**src/rtl/illusion_fb_pkg.sv**
```systemverilog
// Shared framebuffer definitions: geometry, pixel type, writer states and
// the filled-rectangle command record.
package illusion_fb_pkg;

    localparam int FB_WIDTH  = 320;
    localparam int FB_HEIGHT = 240;
    localparam int FB_PIXELS = FB_WIDTH * FB_HEIGHT;

    // 17 bits cover every buffer-relative address of a 320x240 frame.
    localparam int ADDR_BITS = 17;

    typedef logic [2:0] pixel_t;

    typedef enum logic [1:0] {
        CLEAR = 2'd0,
        IDLE  = 2'd1,
        FILL  = 2'd2,
        DONE  = 2'd3
    } writer_state_t;

    typedef struct packed {
        logic [8:0] x0;
        logic [8:0] x1;
        logic [7:0] y0;
        logic [7:0] y1;
        pixel_t     color;
        logic       last;
    } rect_cmd_t;

    // Start-of-rect row base y*width built from shifted adds of the
    // constant width, so no general multiplier is needed.
    function automatic logic [ADDR_BITS-1:0] rowOffset(input logic [7:0] y, input int width);
        logic [ADDR_BITS-1:0] acc;
        logic [ADDR_BITS-1:0] w;
        acc = {ADDR_BITS{1'b0}};
        w   = ADDR_BITS'(width);
        for (int i = 0; i < 8; i++) begin
            acc = acc + (y[i] ? (w << i) : {ADDR_BITS{1'b0}});
        end
        return acc;
    endfunction

endpackage

```
**src/rtl/rect_scanner.sv**
```systemverilog
// Raster walker for one rectangle: x inner, y outer. Keeps the current
// pixel position, an incrementally updated row base and a flag that marks
// the current pixel as the last one of the rectangle.
module rect_scanner
    import illusion_fb_pkg::*;
#(
    parameter int WIDTH  = FB_WIDTH,
    parameter int HEIGHT = FB_HEIGHT
) (
    input  logic                 aClock,
    input  logic                 aReset,
    input  logic                 aLoad,
    input  logic [8:0]           aLoadX0,
    input  logic [8:0]           aLoadX1,
    input  logic [7:0]           aLoadY0,
    input  logic [7:0]           aLoadY1,
    input  logic                 aStep,
    output logic [ADDR_BITS-1:0] aLoadAddr,
    output logic [ADDR_BITS-1:0] aStepAddr,
    output logic                 aLastPixel
);

    localparam logic [ADDR_BITS-1:0] ROW_STEP = ADDR_BITS'(WIDTH);
    localparam logic [8:0]           X_MAX    = 9'(WIDTH - 1);
    localparam logic [7:0]           Y_MAX    = 8'(HEIGHT - 1);

    logic [8:0]           x_r;
    logic [7:0]           y_r;
    logic [ADDR_BITS-1:0] rowBase_r;
    logic [8:0]           x0_r;
    logic [8:0]           x1_r;
    logic [7:0]           y1_r;
    logic                 lastPixel_r;

    logic                 wrap_s;
    logic [8:0]           nextX_s;
    logic [7:0]           nextY_s;
    logic [ADDR_BITS-1:0] nextRowBase_s;
    logic [ADDR_BITS-1:0] loadRowBase_s;

    // Address of the first pixel of a newly loaded rect and of the pixel after the current one
    always_comb begin
        loadRowBase_s = rowOffset(aLoadY0, WIDTH);
        aLoadAddr     = loadRowBase_s + {8'd0, aLoadX0};
        wrap_s        = (x_r == x1_r);
        if (wrap_s) begin
            nextX_s       = x0_r;
            nextY_s       = y_r + 8'd1;
            nextRowBase_s = rowBase_r + ROW_STEP;
        end else begin
            nextX_s       = x_r + 9'd1;
            nextY_s       = y_r;
            nextRowBase_s = rowBase_r;
        end
        aStepAddr = nextRowBase_s + {8'd0, nextX_s};
    end

    // Position, bounds and last-pixel tracking; reset parks on a full-frame rect at (0,0)
    always_ff @(posedge aClock) begin
        if (aReset) begin
            x_r         <= 9'd0;
            y_r         <= 8'd0;
            rowBase_r   <= {ADDR_BITS{1'b0}};
            x0_r        <= 9'd0;
            x1_r        <= X_MAX;
            y1_r        <= Y_MAX;
            lastPixel_r <= 1'b0;
        end else if (aLoad) begin
            x_r         <= aLoadX0;
            y_r         <= aLoadY0;
            rowBase_r   <= loadRowBase_s;
            x0_r        <= aLoadX0;
            x1_r        <= aLoadX1;
            y1_r        <= aLoadY1;
            lastPixel_r <= (aLoadX0 == aLoadX1) && (aLoadY0 == aLoadY1);
        end else if (aStep) begin
            x_r         <= nextX_s;
            y_r         <= nextY_s;
            rowBase_r   <= nextRowBase_s;
            lastPixel_r <= (nextX_s == x1_r) && (nextY_s == y1_r);
        end else begin
            x_r         <= x_r;
            y_r         <= y_r;
            rowBase_r   <= rowBase_r;
            lastPixel_r <= lastPixel_r;
        end
    end

    assign aLastPixel = lastPixel_r;

endmodule

```
**src/rtl/rect_fill_writer.sv**
```systemverilog
// Frame writer: clears the back buffer, fills rectangles from a command
// stream one pixel per cycle, then raises frame-done until the display
// side flips the buffers.
module rect_fill_writer
    import illusion_fb_pkg::*;
#(
    parameter int     WIDTH       = FB_WIDTH,
    parameter int     HEIGHT      = FB_HEIGHT,
    parameter pixel_t CLEAR_COLOR = 3'd0
) (
    input  logic        aClock,
    input  logic        aReset,
    input  logic        aCmdValid,
    output logic        anOutCmdReady,
    input  logic [8:0]  aCmdX0,
    input  logic [8:0]  aCmdX1,
    input  logic [7:0]  aCmdY0,
    input  logic [7:0]  aCmdY1,
    input  logic [2:0]  aCmdColor,
    input  logic        aCmdLast,
    input  logic        aFrameFlipped,
    output logic        anOutFrameDone,
    output logic [31:0] anOutPixelAddr,
    output logic [2:0]  anOutPixelData,
    output logic        anOutPixelWrite
);

    localparam logic [8:0] X_MAX = 9'(WIDTH - 1);
    localparam logic [7:0] Y_MAX = 8'(HEIGHT - 1);

    writer_state_t        state_r;
    logic                 clearFirst_r;
    pixel_t               cmdColor_r;
    logic                 cmdLast_r;

    rect_cmd_t            cmdIn_s;
    logic                 cmdEmpty_s;
    logic                 accept_s;

    logic                 scanLoad_s;
    logic                 scanStep_s;
    logic [8:0]           loadX0_s;
    logic [8:0]           loadX1_s;
    logic [7:0]           loadY0_s;
    logic [7:0]           loadY1_s;
    logic [ADDR_BITS-1:0] loadAddr_s;
    logic [ADDR_BITS-1:0] stepAddr_s;
    logic                 lastPixel_s;

    // Incoming command with the far corner clamped to the frame; a start at or past the edge reads as empty
    always_comb begin
        cmdIn_s.x0    = aCmdX0;
        cmdIn_s.x1    = (aCmdX1 > X_MAX) ? X_MAX : aCmdX1;
        cmdIn_s.y0    = aCmdY0;
        cmdIn_s.y1    = (aCmdY1 > Y_MAX) ? Y_MAX : aCmdY1;
        cmdIn_s.color = aCmdColor;
        cmdIn_s.last  = aCmdLast;
        cmdEmpty_s    = (cmdIn_s.x0 > cmdIn_s.x1) || (cmdIn_s.y0 > cmdIn_s.y1);
        accept_s      = aCmdValid && anOutCmdReady;
    end

    // Scanner control: load a command rect on accept, a full-frame rect on flip, step while sweeping
    always_comb begin
        scanLoad_s = 1'b0;
        scanStep_s = 1'b0;
        loadX0_s   = 9'd0;
        loadX1_s   = X_MAX;
        loadY0_s   = 8'd0;
        loadY1_s   = Y_MAX;
        case (state_r)
            CLEAR: begin
                scanStep_s = !clearFirst_r && !lastPixel_s;
            end
            IDLE: begin
                if (accept_s && !cmdEmpty_s) begin
                    scanLoad_s = 1'b1;
                    loadX0_s   = cmdIn_s.x0;
                    loadX1_s   = cmdIn_s.x1;
                    loadY0_s   = cmdIn_s.y0;
                    loadY1_s   = cmdIn_s.y1;
                end else begin
                    scanLoad_s = 1'b0;
                end
            end
            FILL: begin
                scanStep_s = !lastPixel_s;
            end
            DONE: begin
                scanLoad_s = aFrameFlipped;
            end
            default: begin
                scanLoad_s = 1'b0;
                scanStep_s = 1'b0;
            end
        endcase
    end

    rect_scanner #(
        .WIDTH  (WIDTH),
        .HEIGHT (HEIGHT)
    ) uScanner (
        .aClock     (aClock),
        .aReset     (aReset),
        .aLoad      (scanLoad_s),
        .aLoadX0    (loadX0_s),
        .aLoadX1    (loadX1_s),
        .aLoadY0    (loadY0_s),
        .aLoadY1    (loadY1_s),
        .aStep      (scanStep_s),
        .aLoadAddr  (loadAddr_s),
        .aStepAddr  (stepAddr_s),
        .aLastPixel (lastPixel_s)
    );

    // Frame state machine with registered handshake and pixel outputs
    always_ff @(posedge aClock) begin
        if (aReset) begin
            state_r         <= CLEAR;
            clearFirst_r    <= 1'b1;
            cmdColor_r      <= CLEAR_COLOR;
            cmdLast_r       <= 1'b0;
            anOutCmdReady   <= 1'b0;
            anOutFrameDone  <= 1'b0;
            anOutPixelWrite <= 1'b0;
            anOutPixelAddr  <= 32'd0;
            anOutPixelData  <= 3'd0;
        end else begin
            case (state_r)
                CLEAR: begin
                    if (clearFirst_r) begin
                        // After reset the scanner already sits on pixel 0.
                        clearFirst_r    <= 1'b0;
                        anOutPixelWrite <= 1'b1;
                        anOutPixelAddr  <= 32'd0;
                        anOutPixelData  <= CLEAR_COLOR;
                    end else if (lastPixel_s) begin
                        anOutPixelWrite <= 1'b0;
                        anOutCmdReady   <= 1'b1;
                        state_r         <= IDLE;
                    end else begin
                        anOutPixelWrite <= 1'b1;
                        anOutPixelAddr  <= {15'd0, stepAddr_s};
                        anOutPixelData  <= CLEAR_COLOR;
                    end
                end
                IDLE: begin
                    if (accept_s) begin
                        cmdColor_r <= cmdIn_s.color;
                        cmdLast_r  <= cmdIn_s.last;
                        if (cmdEmpty_s) begin
                            anOutPixelWrite <= 1'b0;
                            if (cmdIn_s.last) begin
                                anOutCmdReady  <= 1'b0;
                                anOutFrameDone <= 1'b1;
                                state_r        <= DONE;
                            end else begin
                                anOutCmdReady  <= 1'b1;
                                state_r        <= IDLE;
                            end
                        end else begin
                            anOutCmdReady   <= 1'b0;
                            anOutPixelWrite <= 1'b1;
                            anOutPixelAddr  <= {15'd0, loadAddr_s};
                            anOutPixelData  <= cmdIn_s.color;
                            state_r         <= FILL;
                        end
                    end else begin
                        anOutPixelWrite <= 1'b0;
                    end
                end
                FILL: begin
                    if (lastPixel_s) begin
                        anOutPixelWrite <= 1'b0;
                        if (cmdLast_r) begin
                            anOutFrameDone <= 1'b1;
                            state_r        <= DONE;
                        end else begin
                            anOutCmdReady  <= 1'b1;
                            state_r        <= IDLE;
                        end
                    end else begin
                        anOutPixelWrite <= 1'b1;
                        anOutPixelAddr  <= {15'd0, stepAddr_s};
                        anOutPixelData  <= cmdColor_r;
                    end
                end
                DONE: begin
                    if (aFrameFlipped) begin
                        // Scanner reloads a full-frame rect this edge; pixel 0 goes out now.
                        anOutFrameDone  <= 1'b0;
                        anOutPixelWrite <= 1'b1;
                        anOutPixelAddr  <= 32'd0;
                        anOutPixelData  <= CLEAR_COLOR;
                        state_r         <= CLEAR;
                    end else begin
                        anOutPixelWrite <= 1'b0;
                    end
                end
                default: begin
                    state_r         <= CLEAR;
                    clearFirst_r    <= 1'b1;
                    anOutCmdReady   <= 1'b0;
                    anOutFrameDone  <= 1'b0;
                    anOutPixelWrite <= 1'b0;
                end
            endcase
        end
    end

endmodule

```
**config.mk**
```make
export PLATFORM = sky130hd
export DESIGN_NAME = rect_fill_writer
export DESIGN_NICKNAME = d
export VERILOG_FILES = /design/src/rtl/illusion_fb_pkg.sv /design/src/rtl/rect_scanner.sv /design/src/rtl/rect_fill_writer.sv
export SDC_FILE = /design/constraint.sdc
export NUM_CORES = 1
export LEC_CHECK = 0
export CAP_MARGIN = 10
export CORE_MARGIN = 2
export CORE_UTILIZATION = 40
export DETAILED_ROUTE_END_ITERATION = 10
export PLACE_DENSITY = 0.62
export SYNTH_ARGS = -nofsm -noshare
export SYNTH_HDL_FRONTEND = slang
export SYNTH_SLANG_ARGS = --single-unit
```
**constraint.sdc**
```tcl
create_clock -name aClock -period 6.8 [get_ports aClock]
set_clock_uncertainty 0.2 [all_clocks]
set_input_delay 1.02 -clock aClock [delete_from_list [all_inputs] [get_ports aClock]]
set_output_delay 1.02 -clock aClock [all_outputs]
set_load 0.01 [all_outputs]
```
* After elaboration in Yosys (flattened, before gate mapping)
Cells that the tools add are included.
** Operators by class
- $add $sub $neg :: 12
- Order comparisons :: 4
- Reduce and logical (&&, ||, !) cells :: 19
- Equal/unequal tests :: 20
- Multiplexer cells :: 75
** Operators by type and width (count)
- $mux 32 :: 5
- $pmux 32 s4 :: 1
- $add 17x17->17 :: 7
- $mux 9 :: 9
- $mux 8 :: 8
- $mux 17 :: 3
- $add 17x9->17 :: 2
- $eq 9x9->1 :: 3
- $mux 1 :: 21
- $mux 3 :: 6
- $ne 2x2->1 const B :: 9
- $add 17x9->17 const B :: 1
- $eq 8x8->1 :: 2
- $mux 16 :: 1
- $mux 2 :: 8
- $mux 15 :: 1
- $mux 14 :: 1
- $mux 13 :: 1
- $mux 12 :: 1
- $pmux 3 s4 :: 1
- $mux 11 :: 1
- $mux 10 :: 1
- $reduce_and 5->1 :: 2
- $add 9x1->9 const B :: 1
- other kinds (23) :: 34
** Storage, ports and cells
- Output and inout port bits :: 38
- Word-level logic and storage cells :: 146
- Flip-flop bits (word level) :: 106

* Depth between registers and ports, before layout
- Word-level depth :: 20
- Depth in mapped cells :: 23
- Depth with buffers taken out :: 21

* Hierarchy
From an unflattened synthesis, not the netlist that was laid out.
** Second synthesis, totals
- Cell total of the unflattened synthesis :: 935
- Area, all modules :: 7450.9 um2
** By module, submodules not included
- rect_scanner :: times used 1, cells an instance 548, sequential area each 1101.1 um2, area an instance 4342.9 um2
- rect_fill_writer :: times used 1, cells an instance 387, sequential area each 900.9 um2, area an instance 3108.0 um2

* Least setup slack after synthesis
Ideal clock, no wire load.
- Path type :: in2reg
- Start point :: input aCmdY1[6]
- End point :: register anOutPixelAddr[15]
- Data arrival time :: 5595 ps
- Library setup time :: 142 ps
- Data required time :: 6458 ps
- Path slack :: 863 ps
- Cell stages on the path :: 21
- Buffers on the path :: 1
- Path through :: inv_1 > nor3_1 > nor2_1 > ha_1 > and3_1 > a221o_1 > a22o_1 > a211oi_1 > clkbuf_1 > and2_1 > ha_1 > inv_1 > fa_1 > and3b_1 > a211oi_1 > a211oi_1 > o211ai_1 > nor4b_2 > nor3b_1 > mux2i_1 > a311oi_1
** Between the ends
- Word-level cells in the longest chain between the ends :: 20
- Elaborated cells between the ends (all ways) :: 31
- Those cells by class :: add/sub: 8; order compare: 2; eq/ne: 1; mux: 16; reduce/logical: 4
** RTL lines
- start: declaration :: RTL line rect_fill_writer.sv:18 : input logic [7:0] aCmdY1,
- $gt 8x8->1 :: RTL line rect_fill_writer.sv:55 : cmdIn_s.y1 = (aCmdY1 > Y_MAX) ? Y_MAX : aCmdY1;
- $mux 8 (*) :: RTL line rect_fill_writer.sv:55
- $gt 8x8->1 (*) :: RTL line rect_fill_writer.sv:58 : cmdEmpty_s = (cmdIn_s.x0 > cmdIn_s.x1) || (cmdIn_s.y0 > cmdIn_s.y1);
- $logic_or 1x1->1 (*) :: RTL line rect_fill_writer.sv:58
- $logic_not 1->1 :: RTL line rect_fill_writer.sv:75 : if (accept_s && !cmdEmpty_s) begin
- $logic_and 1x1->1 :: RTL line rect_fill_writer.sv:75
- $mux 8 :: RTL line rect_fill_writer.sv:75
- $mux 8 :: RTL line rect_fill_writer.sv:70 : case (state_r)
- $mux 9 / $mux 10 (equally long branches) :: RTL line illusion_fb_pkg.sv:38 : acc = acc + (y[i] ? (w << i) : {ADDR_BITS{1'b0}});
- $add 17x17->17 (7 in a row) :: RTL line illusion_fb_pkg.sv:38
- $add 17x9->17 :: RTL line rect_scanner.sv:44 : aLoadAddr = loadRowBase_s + {8'd0, aLoadX0};
- $mux 32 :: RTL line rect_fill_writer.sv:150 : if (cmdEmpty_s) begin
- $mux 32 :: RTL line rect_fill_writer.sv:147 : if (accept_s) begin
- $pmux 32 s4 :: RTL line rect_fill_writer.sv:128 : case (state_r)
- end signal: assignment :: RTL line rect_fill_writer.sv:142 : anOutPixelAddr <= {15'd0, stepAddr_s};
- end signal: assignment :: RTL line rect_fill_writer.sv:163 : anOutPixelAddr <= {15'd0, loadAddr_s};
- end signal: assignment :: RTL line rect_fill_writer.sv:183 : anOutPixelAddr <= {15'd0, stepAddr_s};
- end: declaration :: RTL line rect_fill_writer.sv:23 : output logic [31:0] anOutPixelAddr,
Mark *: on every way between the ends. The rest lies on a longest branch, timed or not. The select of a mux whose other input is x is not followed.
A chain may end at the register's enable or synchronous reset.

* Final worst setup path
- Start point :: input aCmdX1[8]
- End point :: register anOutPixelAddr[14]
** Between the ends
- Word-level cells in the longest chain between the ends :: 20
- Elaborated cells between the ends (all ways) :: 31
- Those cells by class :: add/sub: 8; order compare: 2; eq/ne: 1; mux: 16; reduce/logical: 4
** RTL lines
- start: declaration :: RTL line rect_fill_writer.sv:16 : input logic [8:0] aCmdX1,
- $gt 9x9->1 :: RTL line rect_fill_writer.sv:53 : cmdIn_s.x1 = (aCmdX1 > X_MAX) ? X_MAX : aCmdX1;
- $mux 9 (*) :: RTL line rect_fill_writer.sv:53
- $gt 9x9->1 (*) :: RTL line rect_fill_writer.sv:58
- $logic_or 1x1->1 (*) :: RTL line rect_fill_writer.sv:58
- $logic_not 1->1 :: RTL line rect_fill_writer.sv:75
- $logic_and 1x1->1 :: RTL line rect_fill_writer.sv:75
- $mux 8 :: RTL line rect_fill_writer.sv:75
- $mux 8 :: RTL line rect_fill_writer.sv:70
- $mux 9 / $mux 10 (equally long branches) :: RTL line illusion_fb_pkg.sv:38
- $add 17x17->17 (7 in a row) :: RTL line illusion_fb_pkg.sv:38
- $add 17x9->17 :: RTL line rect_scanner.sv:44
- $mux 32 :: RTL line rect_fill_writer.sv:150
- $mux 32 :: RTL line rect_fill_writer.sv:147
- $pmux 32 s4 :: RTL line rect_fill_writer.sv:128
Marks and branches as above.

==> impl_metrics.env <==
export IMPL_yosys_top_cells_count="nor2_1 (116), dfxtp_1 (100), a21oi_1 (87), nand2_1 (67), xor2_1 (47)"
export IMPL_synth_top_cell_by_area="dfxtp_1"
export IMPL_first_pass_iters=5
export IMPL_postCtsHoldBufs=0
export IMPL_peakVddDrop_mv=0.1162
export IMPL_slew_violations=0
export IMPL_via_per_inst=5.556
export IMPL_crit_end="anOutPixelAddr[14]"
export IMPL_crit_fanout=11
export IMPL_power_density_nw_per_um2=163.2
export IMPL_setup_viol=0
export IMPL_dp_hpwl_mm=15.42
export IMPL_rr_worst_depth=14
export IMPL_synth_most_common_cell="nor2_1"
export IMPL_clock_sinks=100
export IMPL_yosys_warnings=0
export IMPL_p_total_mw=1.332
export IMPL_rows=47
export IMPL_synth_seq_area_share_pct=29.17
export IMPL_maxCapViolations=0
export IMPL_synth_fp_nets=973
export IMPL_cts_root_buf="clkbuf_16"
export IMPL_n_antenna_cell=0
export IMPL_worst_slew_pin_slew_ns=0.9898
export IMPL_grt_usage_pct=22.47
export IMPL_die_x_um=135.0
export IMPL_grt_setup_unrepaired="no"
export IMPL_reg2reg_to="anOutPixelAddr[12]"
export IMPL_routed_wl_mm=20.41
export IMPL_hold_class="flop to flop"
export IMPL_cts_tree="done"
export IMPL_grt_start_max_net_pins=87
export IMPL_antenna_found_initial=0
export IMPL_syn2layout_area_growth_pct=18.92
export IMPL_yosysTopAreaCellShare_pct=29.17
export IMPL_critPathKind="input port to flop"
export IMPL_tns_ns=0
export IMPL_die_h_um=135.0
export IMPL_p_leak_nw=3.132
export IMPL_grt_pass1_vias=6007
export IMPL_wl_per_cell_um=17.37
export IMPL_io_pin_count=80
export IMPL_synth_avg_cell_area_um2=7.704
export IMPL_stdcell_count=1175
export IMPL_place_gp_congestion=0.8894
export IMPL_drc=0
export IMPL_core_area_um2=16700
export IMPL_die_area_um2=18220
export IMPL_ant_nets=0
export IMPL_pre_cts_slack_ns=0.2451
export IMPL_status="finished clean"
export IMPL_crit_path_start="aCmdX1[8]"
export IMPL_grt_overflow=0
export IMPL_crit_path_end_kind="flop"
export IMPL_ctsResizeCount=0
export IMPL_cts_made_buffers=9
export IMPL_clock_path_buffers=2
export IMPL_arrival_ns=6.21
export IMPL_async_flop_share_pct=0
export IMPL_ys_types=66
export IMPL_insertion_delay_ns=0.36
export IMPL_start_util_pct=41.10
export IMPL_syn_inst=891
export IMPL_fmax_mhz=161.0
export IMPL_vias=6528
export IMPL_synth_edff_count=0
export IMPL_finalWorstSetupSlack_ns=0.5899
export IMPL_io_buffers=79
export IMPL_r2r_start="uScanner.x_r[3]"
export IMPL_drive_above_1_share_pct=5.864
export IMPL_grt_pass1_wl_mm=32.36
export IMPL_post_cts_setup_buffers=0
export IMPL_synth_ff_type="dfxtp_1"
export IMPL_cts_htree_levels=3
export IMPL_r2r_slack_ns=2.09
export IMPL_first_iter_violations=575
export IMPL_finalHoldViolCount=0
export IMPL_clk_pin_slew_worst_paths_ns=0.07
export IMPL_critPathLaunchType="input port"
export IMPL_nets=1032
export IMPL_post_route_min_period_ns=6.210
export IMPL_max_slew_margin_pct=34.01
export IMPL_period_share_pct=91.32
export IMPL_dp_cells=1159
export IMPL_ys_ff_latch=100
export IMPL_netlist_area_um2=6864
export IMPL_yosys_top_cells_area="dfxtp_1 (29%), ha_1 (6.9%), a21oi_1 (6.3%), nor2_1 (6.3%), xor2_1 (6.0%)"
export IMPL_cp_required_ns=6.80
-- how the worst min path moves through the flow --
stage | startpoint | end | slack (ns) | cells after the start
3_3_place_gp | anOutPixelAddr[31] | anOutPixelAddr[31] | 0.24 | 1
3_5_place_dp | anOutPixelAddr[23] | anOutPixelAddr[23] | 0.24 | 1
2_1_floorplan | uScanner.x0_r[0] | uScanner.x0_r[0] | 0.23 | 2
5_1_grt | anOutPixelAddr[31] | anOutPixelAddr[31] | 0.28 | 1
6_report | cmdColor_r[2] | cmdColor_r[2] | 0.26 | 2
4_1_cts | cmdColor_r[2] | cmdColor_r[2] | 0.26 | 2
-- critical path, stage by stage --
cell	delay, ns
clkdlybuf4s50_1	0.52
inv_1	0.10
nor2_1	0.38
nor2_1	0.16
ha_1	0.22
a21oi_1	0.18
o21ai_0	0.14
or4_1	0.66
a211oi_4	0.25
buf_4	0.21
and2_1	0.28
ha_1	0.29
a21o_1	0.21
or3_1	0.34
o21a_1	0.22
o21ai_0	0.16
a32oi_1	0.16
or4b_1	0.54
nand4_1	0.10
a21oi_1	0.07
-- metal layers --
metal  vias up  part of all wire [%]  global-route usage (%)
met5         -                     0                       0
met4         0                   2.3                   6.308
met3        26                   5.5                   3.378
met2       190                    44                   34.80
met1      3031                    48                   32.46
li1       3281                     -                       -
-- cell families after synthesis --
group	synth area share [%]
simple gates	26.39
xor+xnor	11.98
other cells	0.05463
buf+inv	4.356
fa+ha+maj	7.510
mux	0.8932
flops	29.17
compound gates	19.65
-- state kept, by name, indices dropped and copies added (netlist names) --
name and cells:
anOutPixelAddr 32, uScanner.rowBase_r 11, uScanner.x0_r 9, uScanner.x1_r 9, uScanner.x_r 9, uScanner.y1_r 8, uScanner.y_r 8, anOutPixelData 3
cmdColor_r 3, state_r 2, anOutCmdReady 1, anOutFrameDone 1, anOutPixelWrite 1, clearFirst_r 1, cmdLast_r 1, uScanner.aLastPixel 1
-- cell type report --
type	instances	area, µm²
Clock buffer	10	229.0
Clock inverter	6	72.57
Fill cell	1689	8538
Inverter	31	116.4
Multi-Input combinational cell	716	4584
Sequential cell	100	2002
Tap cell	220	275.3
Timing Repair Buffer	92	883.3
-- cells in the final DEF (no fill, tap or decap), types with 4 or more instances in the layout --
| master | Yosys | final |
|---|---|---|
| o21ai_0 | 19 | 19 |
| buf_4 | 0 | 13 |
| o22ai_1 | 9 | 9 |
| nor2b_1 | 6 | 6 |
| nor2_1 | 116 | 116 |
| or2_2 | 13 | 13 |
| or3_1 | 4 | 4 |
| a22o_1 | 4 | 4 |
| a31oi_1 | 6 | 6 |
| a21o_1 | 11 | 11 |
| ha_1 | 38 | 38 |
| clkbuf_16 | 0 | 9 |
| nor3b_1 | 6 | 6 |
| o211ai_1 | 5 | 5 |
| xor2_1 | 47 | 47 |
| clkdlybuf4s50_1 | 0 | 78 |
| nand3_1 | 27 | 27 |
| xnor2_1 | 45 | 45 |
| a21boi_0 | 4 | 4 |
| dfxtp_1 | 100 | 100 |
| a22oi_1 | 13 | 13 |
| nor4_1 | 11 | 11 |
| a21oi_1 | 87 | 86 |
| a311oi_1 | 4 | 4 |
| a211oi_1 | 15 | 14 |
| nor3_1 | 44 | 43 |
| nand4_1 | 16 | 16 |
| nand2b_1 | 7 | 7 |
| nand2_1 | 67 | 67 |
| inv_1 | 31 | 31 |
| o21bai_1 | 6 | 6 |
| and2_1 | 28 | 28 |
| and3_1 | 4 | 4 |
| mux2i_1 | 5 | 5 |
-- where the power goes --
group,internal [mW],switching (mW),leakage (nW),total [mW]
clock network,0.290,0.254,0.137,0.544
logic,0.0777,0.104,2.18,0.182
registers,0.594,0.0118,0.810,0.606
-- metrics by stage --
stage	utilization (%)	cell area [µm²]	hold WS [ns]
3_5_place_dp	47.07	7861	0.2431
2_1_floorplan	-	6864	0.2332
5_1_grt	48.88	8163	0.2763
3_3_place_gp	47.07	7861	0.2415
6_report	48.88	8163	0.2574
4_1_cts	48.88	8163	0.2587
Power figures use the tool's default switching activity.
